$ cat config.mk
export PLATFORM = sky130hd
export DESIGN_NAME = load_store_unit
export DESIGN_NICKNAME = d
export VERILOG_FILES = /design/src/rtl/lsu_pkg.sv /design/src/rtl/load_store_unit_lane_align.sv /design/src/rtl/load_store_unit.sv
export SDC_FILE = /design/constraint.sdc
export NUM_CORES = 1
export LEC_CHECK = 0
export BUFFER_PORTS_ARGS = -buffer_cell sky130_fd_sc_hd__buf_4
export CAP_MARGIN = 20
export CORE_MARGIN = 2
export CORE_UTILIZATION = 50
export CTS_CLUSTER_SIZE = 28
export DETAILED_ROUTE_END_ITERATION = 7
export MAX_ROUTING_LAYER = met4
export PLACE_DENSITY = 0.81
export SYNTH_ARGS = -nofsm -noshare
export SYNTH_HDL_FRONTEND = slang
export SYNTH_SLANG_ARGS = --single-unit
$ cat constraint.sdc
create_clock -name clk -period 1.92 [get_ports clk]
set_clock_uncertainty 0.1 [all_clocks]
set_input_delay 0.576 -clock clk [delete_from_list [all_inputs] [get_ports clk]]
set_output_delay 0.576 -clock clk [all_outputs]
set_load 0.05 [all_outputs]
$ cat src/rtl/lsu_pkg.sv
// Shared types and constants for the load/store unit: FSM states, funct3
// access sizes, mcause codes and the access legality check.
package lsu_pkg;

    typedef enum logic [1:0] {
        IDLE,
        BUSY,
        DONE,
        FAULT
    } lsu_state_t;

    localparam logic [2:0] F3_B  = 3'b000;
    localparam logic [2:0] F3_H  = 3'b001;
    localparam logic [2:0] F3_W  = 3'b010;
    localparam logic [2:0] F3_BU = 3'b100;
    localparam logic [2:0] F3_HU = 3'b101;

    localparam logic [3:0] CAUSE_LD_MISALIGN = 4'd4;
    localparam logic [3:0] CAUSE_LD_FAULT    = 4'd5;
    localparam logic [3:0] CAUSE_ST_MISALIGN = 4'd6;
    localparam logic [3:0] CAUSE_ST_FAULT    = 4'd7;

    // Unsigned sizes only exist for loads, so a store with f3[2] set is illegal.
    function automatic logic access_legal(input logic [2:0] f3,
                                          input logic [1:0] addr_lo,
                                          input logic       is_store);
        logic legal;
        case (f3)
            F3_B, F3_BU: legal = 1'b1;
            F3_H, F3_HU: legal = ~addr_lo[0];
            F3_W:        legal = (addr_lo == 2'b00);
            default:     legal = 1'b0;
        endcase
        if (is_store && f3[2])
            legal = 1'b0;
        return legal;
    endfunction

endpackage

$ cat src/rtl/load_store_unit_lane_align.sv
// Combinational byte-lane steering: store byte enables and data replication,
// plus load lane extraction with sign or zero extension.
module lsu_lane_align
    import lsu_pkg::*;
(
    input  logic [2:0]  f3,
    input  logic [1:0]  offset,
    input  logic [31:0] wdata,
    input  logic [31:0] rdata,
    output logic [3:0]  be,
    output logic [31:0] wdata_rep,
    output logic [31:0] load_val
);

    logic [31:0] lane;

    always_comb begin
        lane      = rdata >> {offset, 3'b000};
        be        = 4'b1111;
        wdata_rep = wdata;
        load_val  = lane;

        case (f3[1:0])
            2'b00: begin
                be        = 4'b0001 << offset;
                wdata_rep = {4{wdata[7:0]}};
            end
            2'b01: begin
                be        = 4'b0011 << offset;
                wdata_rep = {2{wdata[15:0]}};
            end
            default: ;
        endcase

        case (f3)
            F3_B:    load_val = {{24{lane[7]}}, lane[7:0]};
            F3_BU:   load_val = {24'h0, lane[7:0]};
            F3_H:    load_val = {{16{lane[15]}}, lane[15:0]};
            F3_HU:   load_val = {16'h0, lane[15:0]};
            default: load_val = lane;
        endcase
    end

endmodule

$ cat src/rtl/load_store_unit.sv
// Multi-cycle load/store stage with a request/ack data bus and fault reporting.
// Define LSU_TIMEOUT_EN to fault a bus access that is not acked in time.
module load_store_unit
    import lsu_pkg::*;
#(
    parameter int TIMEOUT_CYCLES = 255,
    parameter int CNT_W          = 8
) (
    input  logic        clk,
    input  logic        rst_n,
    input  logic        mem_rd,
    input  logic        mem_wr,
    input  logic [2:0]  f3,
    input  logic [31:0] addr,
    input  logic [31:0] wdata,
    output logic [31:0] read_data,
    output logic        stall,
    output logic        done,
    output logic        except,
    output logic [3:0]  except_cause,
    output logic [31:0] except_info,
    output logic        bus_req,
    output logic        bus_we,
    output logic [31:0] bus_addr,
    output logic [3:0]  bus_be,
    output logic [31:0] bus_wdata,
    input  logic [31:0] bus_rdata,
    input  logic        bus_ack
);

    generate
        if (2 ** CNT_W <= TIMEOUT_CYCLES) begin : g_cnt_w_check
            $error("CNT_W is too narrow to count to TIMEOUT_CYCLES");
        end
    endgenerate

    lsu_state_t  state;
    logic [31:0] addr_q;
    logic [31:0] wdata_q;
    logic [2:0]  f3_q;
    logic        we_q;
    logic        req;
    logic        legal;
    logic [3:0]  be;
    logic [31:0] wdata_rep;
    logic [31:0] load_val;
`ifdef LSU_TIMEOUT_EN
    logic [CNT_W-1:0] cnt;
`endif

    assign req   = mem_rd | mem_wr;
    assign legal = access_legal(f3, addr[1:0], mem_wr);

    lsu_lane_align u_lane_align (
        .f3        (f3_q),
        .offset    (addr_q[1:0]),
        .wdata     (wdata_q),
        .rdata     (bus_rdata),
        .be        (be),
        .wdata_rep (wdata_rep),
        .load_val  (load_val)
    );

    // Stall must rise in the accept cycle itself, so it is decoded, not registered.
    assign stall     = rst_n & (((state == IDLE) & req) | (state == BUSY));
    assign bus_we    = bus_req & we_q;
    assign bus_addr  = bus_req ? {addr_q[31:2], 2'b00} : 32'h0;
    assign bus_be    = bus_req ? be : 4'b0000;
    assign bus_wdata = (bus_req & we_q) ? wdata_rep : 32'h0;

    always_ff @(posedge clk or negedge rst_n) begin
        if (!rst_n) begin
            state        <= IDLE;
            addr_q       <= '0;
            wdata_q      <= '0;
            f3_q         <= '0;
            we_q         <= 1'b0;
            bus_req      <= 1'b0;
            done         <= 1'b0;
            except       <= 1'b0;
            except_cause <= '0;
            except_info  <= '0;
            read_data    <= '0;
`ifdef LSU_TIMEOUT_EN
            cnt          <= '0;
`endif
        end else begin
            done         <= 1'b0;
            except       <= 1'b0;
            except_cause <= '0;
            except_info  <= '0;
            case (state)
                IDLE: begin
                    if (req) begin
                        addr_q <= addr;
                        we_q   <= mem_wr;
                        if (legal) begin
                            f3_q    <= f3;
                            wdata_q <= wdata;
                            bus_req <= 1'b1;
                            state   <= BUSY;
`ifdef LSU_TIMEOUT_EN
                            cnt     <= '0;
`endif
                        end else begin
                            except       <= 1'b1;
                            except_cause <= mem_wr ? CAUSE_ST_MISALIGN : CAUSE_LD_MISALIGN;
                            except_info  <= addr;
                            state        <= FAULT;
                        end
                    end
                end
                BUSY: begin
                    // An ack in the last allowed cycle takes precedence over the timeout.
                    if (bus_ack) begin
                        bus_req <= 1'b0;
                        done    <= 1'b1;
                        if (!we_q)
                            read_data <= load_val;
                        state   <= DONE;
                    end
`ifdef LSU_TIMEOUT_EN
                    else if (cnt == CNT_W'(TIMEOUT_CYCLES - 1)) begin
                        bus_req      <= 1'b0;
                        except       <= 1'b1;
                        except_cause <= we_q ? CAUSE_ST_FAULT : CAUSE_LD_FAULT;
                        except_info  <= addr_q;
                        state        <= FAULT;
                    end else begin
                        cnt <= cnt + CNT_W'(1);
                    end
`endif
                end
                DONE:    state <= IDLE;
                FAULT:   state <= IDLE;
                default: state <= IDLE;
            endcase
        end
    end

endmodule

* Word-level counts from Yosys, hierarchy flattened
Index checks and enable logic that the tools add are counted.
** Word-level totals
- Word-level logic and storage cells :: 78
- Output and inout bits :: 141
- Bits in registers :: 141
- Input port bits :: 104
** Operators by class
- Eq/ne operators :: 14
- Bitwise logic cells :: 7
- Reduce and logical (&&, ||, !) cells :: 15
- Multiplexer cells :: 28
- Shift operators :: 3
** Operator list (number)
- 32-bit 2-to-1 mux :: 5
- 32-bit case mux with 4 select lines :: 1
- 32-bit case mux with 2 select lines :: 1
- 32-bit by 5-bit right shift with 32-bit output :: 1
- 3-bit equality test (second input constant) :: 4
- 1-bit 2-to-1 mux :: 9
- 3-bit 2-to-1 mux :: 3
- 2-bit 2-to-1 mux :: 4
- 4-bit case mux with 2 select lines :: 1
- 3-bit by 1-bit equality test with 1-bit output (second input constant) :: 2
- 2-bit zero test :: 3
- 3-bit zero test :: 2
- 2-bit != test (second input constant) :: 3
- 2-bit case mux with 3 select lines :: 1
- 3-bit AND reduction :: 2
- 2-bit OR reduction :: 3
- 2-bit by 1-bit equality test with 1-bit output (second input constant) :: 2
- 2-bit equality test (second input constant) :: 2
- 4-bit 2-to-1 mux :: 1
- 2-bit AND reduction :: 2
- 4-bit AND reduction :: 1
- 1-bit by 2-bit left shift with 4-bit output (first input constant) :: 1
- 2-bit by 2-bit left shift with 4-bit output (first input constant) :: 1
- 1-bit bitwise AND :: 3
- other kinds (7) :: 9

* Depth between registers and ports, before layout
- Depth in word-level cells :: 7
- Gate-level depth with buffers :: 6
- Mapped depth without buffers :: 4

* Modules after synthesis
A second synthesis with hierarchy kept.
** Second synthesis, totals
- Cells, all modules :: 575
- Area, all modules :: 7024.2 um^2
** Modules (own cells, without submodules)
- load_store_unit :: area each 5741.8 um^2, seq. area each 3453.3 um^2, cells an instance 390, times used 1
- lsu_lane_align :: area each 1282.5 um^2, seq. area each 0.0 um^2, cells an instance 185, times used 1

* Worst setup path before layout
OpenSTA, ideal clock, no wires.
- Kind :: reg-to-output
- Start point :: register bus_req
- End point :: output port bus_wdata[13]
- Slack :: -646 ps
- Data required time :: 1244 ps
- Arrival time :: 1890 ps
- Cell stages (with the launch flop) :: 4
- Buffers on the path :: 1
- Cell sequence :: dfrtp_1 nand2_1 clkbuf_1 a21oi_1
** On the way
- Cells in the longest elaborated chain, start to end :: 2
** Ends and longest elaborated chain
- start, declared :: line load_store_unit.sv:22 : output logic bus_req,
- start signal, assigned :: line load_store_unit.sv:78 : bus_req <= 1'b0;
- start signal, assigned :: line load_store_unit.sv:100 : bus_req <= 1'b1;
- start signal, assigned :: line load_store_unit.sv:116 : bus_req <= 1'b0;
- 1-bit bitwise AND :: line load_store_unit.sv:69 : assign bus_wdata = (bus_req & we_q) ? wdata_rep : 32'h0;
- 32-bit 2-to-1 mux :: line load_store_unit.sv:69
- end, declared :: line load_store_unit.sv:26 : output logic [31:0] bus_wdata,
No other way between the ends.

* Worst setup path after layout
- Start point :: register f3_q[0]
- End point :: output port bus_wdata[30]
** On the way
- Cells in the longest elaborated chain, start to end :: 3
- Elaborated cells on any way between the ends :: 4
- Those cells by class :: eq/ne (1); mux (2); reduce/logical (1)
** Ends and longest elaborated chain
- start, declared :: line load_store_unit.sv:40 : logic [2:0] f3_q;
- start signal, assigned :: line load_store_unit.sv:76 : f3_q <= '0;
- start signal, assigned :: line load_store_unit.sv:98 : f3_q <= f3;
- 2-bit by 1-bit equality test with 1-bit output or 2-bit zero test (tied branches) :: line load_store_unit_lane_align.sv:23 : case (f3[1:0])
- 32-bit case mux with 2 select lines (*) :: line load_store_unit_lane_align.sv:23
- 32-bit 2-to-1 mux (*) :: line load_store_unit.sv:69
Every way passes the cells marked *; elsewhere a longest branch is shown, timed or not.

==> results.yml <==
global_route:
  grt_pass1_vias: 6278
  grt-ovfl-total: 0
  grt_pass1_wl_mm: 34.7
  grt_max_degree: 139
  grt_usage_pct: 33.7
  antenna_found_initial: 0
synth:
  synth_cell_types: 39
  async_flop_share_pct: 100
  ys_ff_latch: 138
  synth_adder_area_share_pct: 0
  synthesis.area_sq_um: 6500
  synth-main-ff-cell: "dfrtp_1"
  synth_edf_count: 0
  synth-simple-area-share_pct: 17.0
  synthXorXnorAreaFrac_pct: 0
  seq_area_frac_synth_pct: 53.1
  netlist_instances: 580
  synth_compound_area_share_pct: 5.85
  avgSynthCellArea_sq_um: 11.2
  synthMuxAreaShare_pct: 19.8
  ys_warn_count: 0
  synth_top_family_by_area: "multiplexers"
cts:
  clk_latency_ns: 0.42
  cts_sinks: 138
  cts_tree: "yes"
  path_clk_slew_ns: 0.06
  cts_buffers: 17
  cts_root_buffer: "clkbuf_16"
  cts_max_path_buffers: 2
  h-tree-depth: 4
finish:
  stdcell_area_sq_um: 11000
  nets: 980
  drive_gt1_share_pct: 62.0
  final_cell_mix: "buf_4, dfrtp_1, mux2_2, buf_8, nand2_1"
  n_antenna_cell: 0
  syn2layout_area_growth_pct: 68.9
  final_common_cell: "buf_4"
  stdcell_count: 1061
  nFillCells: 561
status:
  failed_checks: "negative setup slack"
  outcome: "finished, violations left"
flow_run:
  drv_cap: 0
placed_design:
  dp_hpwl_mm: 13.9
  gp_congestion: 0.856
  dp_slack_ns: -0.215
  placed_area_sq_um: 9170
  dp.cells: 1001
  numPortBuffers: 240
timing:
  holdWs_ns: 0.138
  clock.fmax_ghz: 0.411
  hold_violations: 0
  fin_crit_sh_pct: 127
  post-route-min-period_ns: 2.43
  finalSetupViolations: 69
  slew_viol_final: 0
  slew_headroom_pct: 50.1
  worst_pin_slew_ns: 0.748
  setup_slack_ns: -0.511
  rsz0062_at_grt: "yes"
worst_setup_path:
  crit_path_end_kind: "output pin"
  arrival_ns: 1.75
  crit_required_ns: 1.24
  critPathMaxFanout: 6
  crit_start: "f3_q[0]"
  worstReg2RegStart: "addr_q[1]"
  path_class: "flip-flop to output pin"
  start_kind: "flip-flop"
pwr:
  p_leak_nw: 5.38
  powerDensity_nw_per_um2: 2120
  peakVddDrop_mv: 1.37
route:
  firstDrtPassIters: 5
  avgRoutedWirePerCell_microns: 22.1
  drc: 0
  wl_mm: 23.5
  vias: 5930
  drt-initial-drc-count: 636
  viasPerCell: 5.59
  ant_nets: 0
die:
  initial_utilization_pct: 51.3
  die_w_microns: 118
  num_io_pins: 245
  core_area_sq_um: 12700
  die_h_microns: 118
  num_rows: 41
  dieArea_sq_um: 13900
hold_path:
  hold_path_class: "input port to asynchronous set/reset pin"
==> final timing paths <==
path	end	cells after the start	slack, ns
max	bus_wdata[30]	6	-0.51
min	except_info[29]	2	0.14
max reg2reg	read_data[15]	7	0.01
min reg2reg	read_data[6]	2	0.40
max in group asynchronous	bus_req	2	0.95
min in group clk	wdata_q[1]	2	0.28
==> report_power, final <==
part	internal [mW]	switching [mW]
sequential	4.13	1.03
combinational	6.45	8.33
clock	1.94	1.35
==> worst max-delay path: stages (launching register included) <==
cell and delay [ns]:
dfrtp_2 0.44, buf_12 0.15, mux2i_2 0.26, nor2_2 0.08, a21oi_2 0.19, nor2_4 0.06
buf_6 0.15
==> state kept, by name (all words and copies together), names as in the netlist, 2 cells and up <==
register and cells:
addr_q 32, except_cause 2, except_info 32, f3_q 3, read_data 32, state 2, wdata_q 32
==> cell type report <==
class	instances	area [sq um]	share of cell area, %
sequential	138	3460	31.6
multi-input combinational	395	3430	31.3
timing repair buffer	317	3230	29.5
clock buffer	17	425	3.88
tap	172	215	1.96
clock inverter	15	168	1.53
inverter	7	36.3	0.331
==> logic make-up after synthesis <==
family,Yosys count
DFF,138
and+or+nand+nor,219
muxes,108
buffers and inverters,50
other,1
AOI/OAI and AO/OA,64
==> synth_stat cells (2+ instances only) <==
library cell	count	area share, %
mux2i_1	32	4.9
nor2_1	53	3.1
dfrtp_1	138	53
buf_4	7	0.81
a21oi_1	37	2.8
o21ai_0	13	1.0
nand3_1	32	2.5
mux2_2	47	8.1
buf_1	2	0.12
buf_6	6	1.0
or2_2	2	0.19
and2_1	38	3.7
mux2_4	29	6.7
inv_1	7	0.40
buf_2	12	0.92
nand2_1	45	2.6
and3_1	41	3.9
o21ai_1	3	0.23
clkbuf_1	16	0.92
==> metal layers <==
layer,vias up,share of wire [%],GRT usage (%)
li1,2584,-,-
met1,2937,36,37.6
met2,330,53,56.8
met3,79,7.7,9.45
met4,0,3.8,14.4
met5,-,0,-
==> per-stage QoR <==
stage	setup TNS [ns]	total power [mW]	utilization (%)
after floorplan	-1.24	13.1	-
after global placement	-10.02	16.4	72.4
after detailed placement	-14.32	16.7	72.4
after CTS	-25.13	22.3	84.6
after global routing	-26.65	24.1	86.6
final	-23.94	23.2	86.6
==> repair_timing <==
item,CTS,global route
resized for setup,165,64
endpoints found under the hold margin,0,0
cloned,7,2
endpoints found under the setup margin,85,93
buffers inserted,17,5
hold buffers,0,0
pin swaps,12,24
Note: power is estimated with default switching activity, not from simulation.
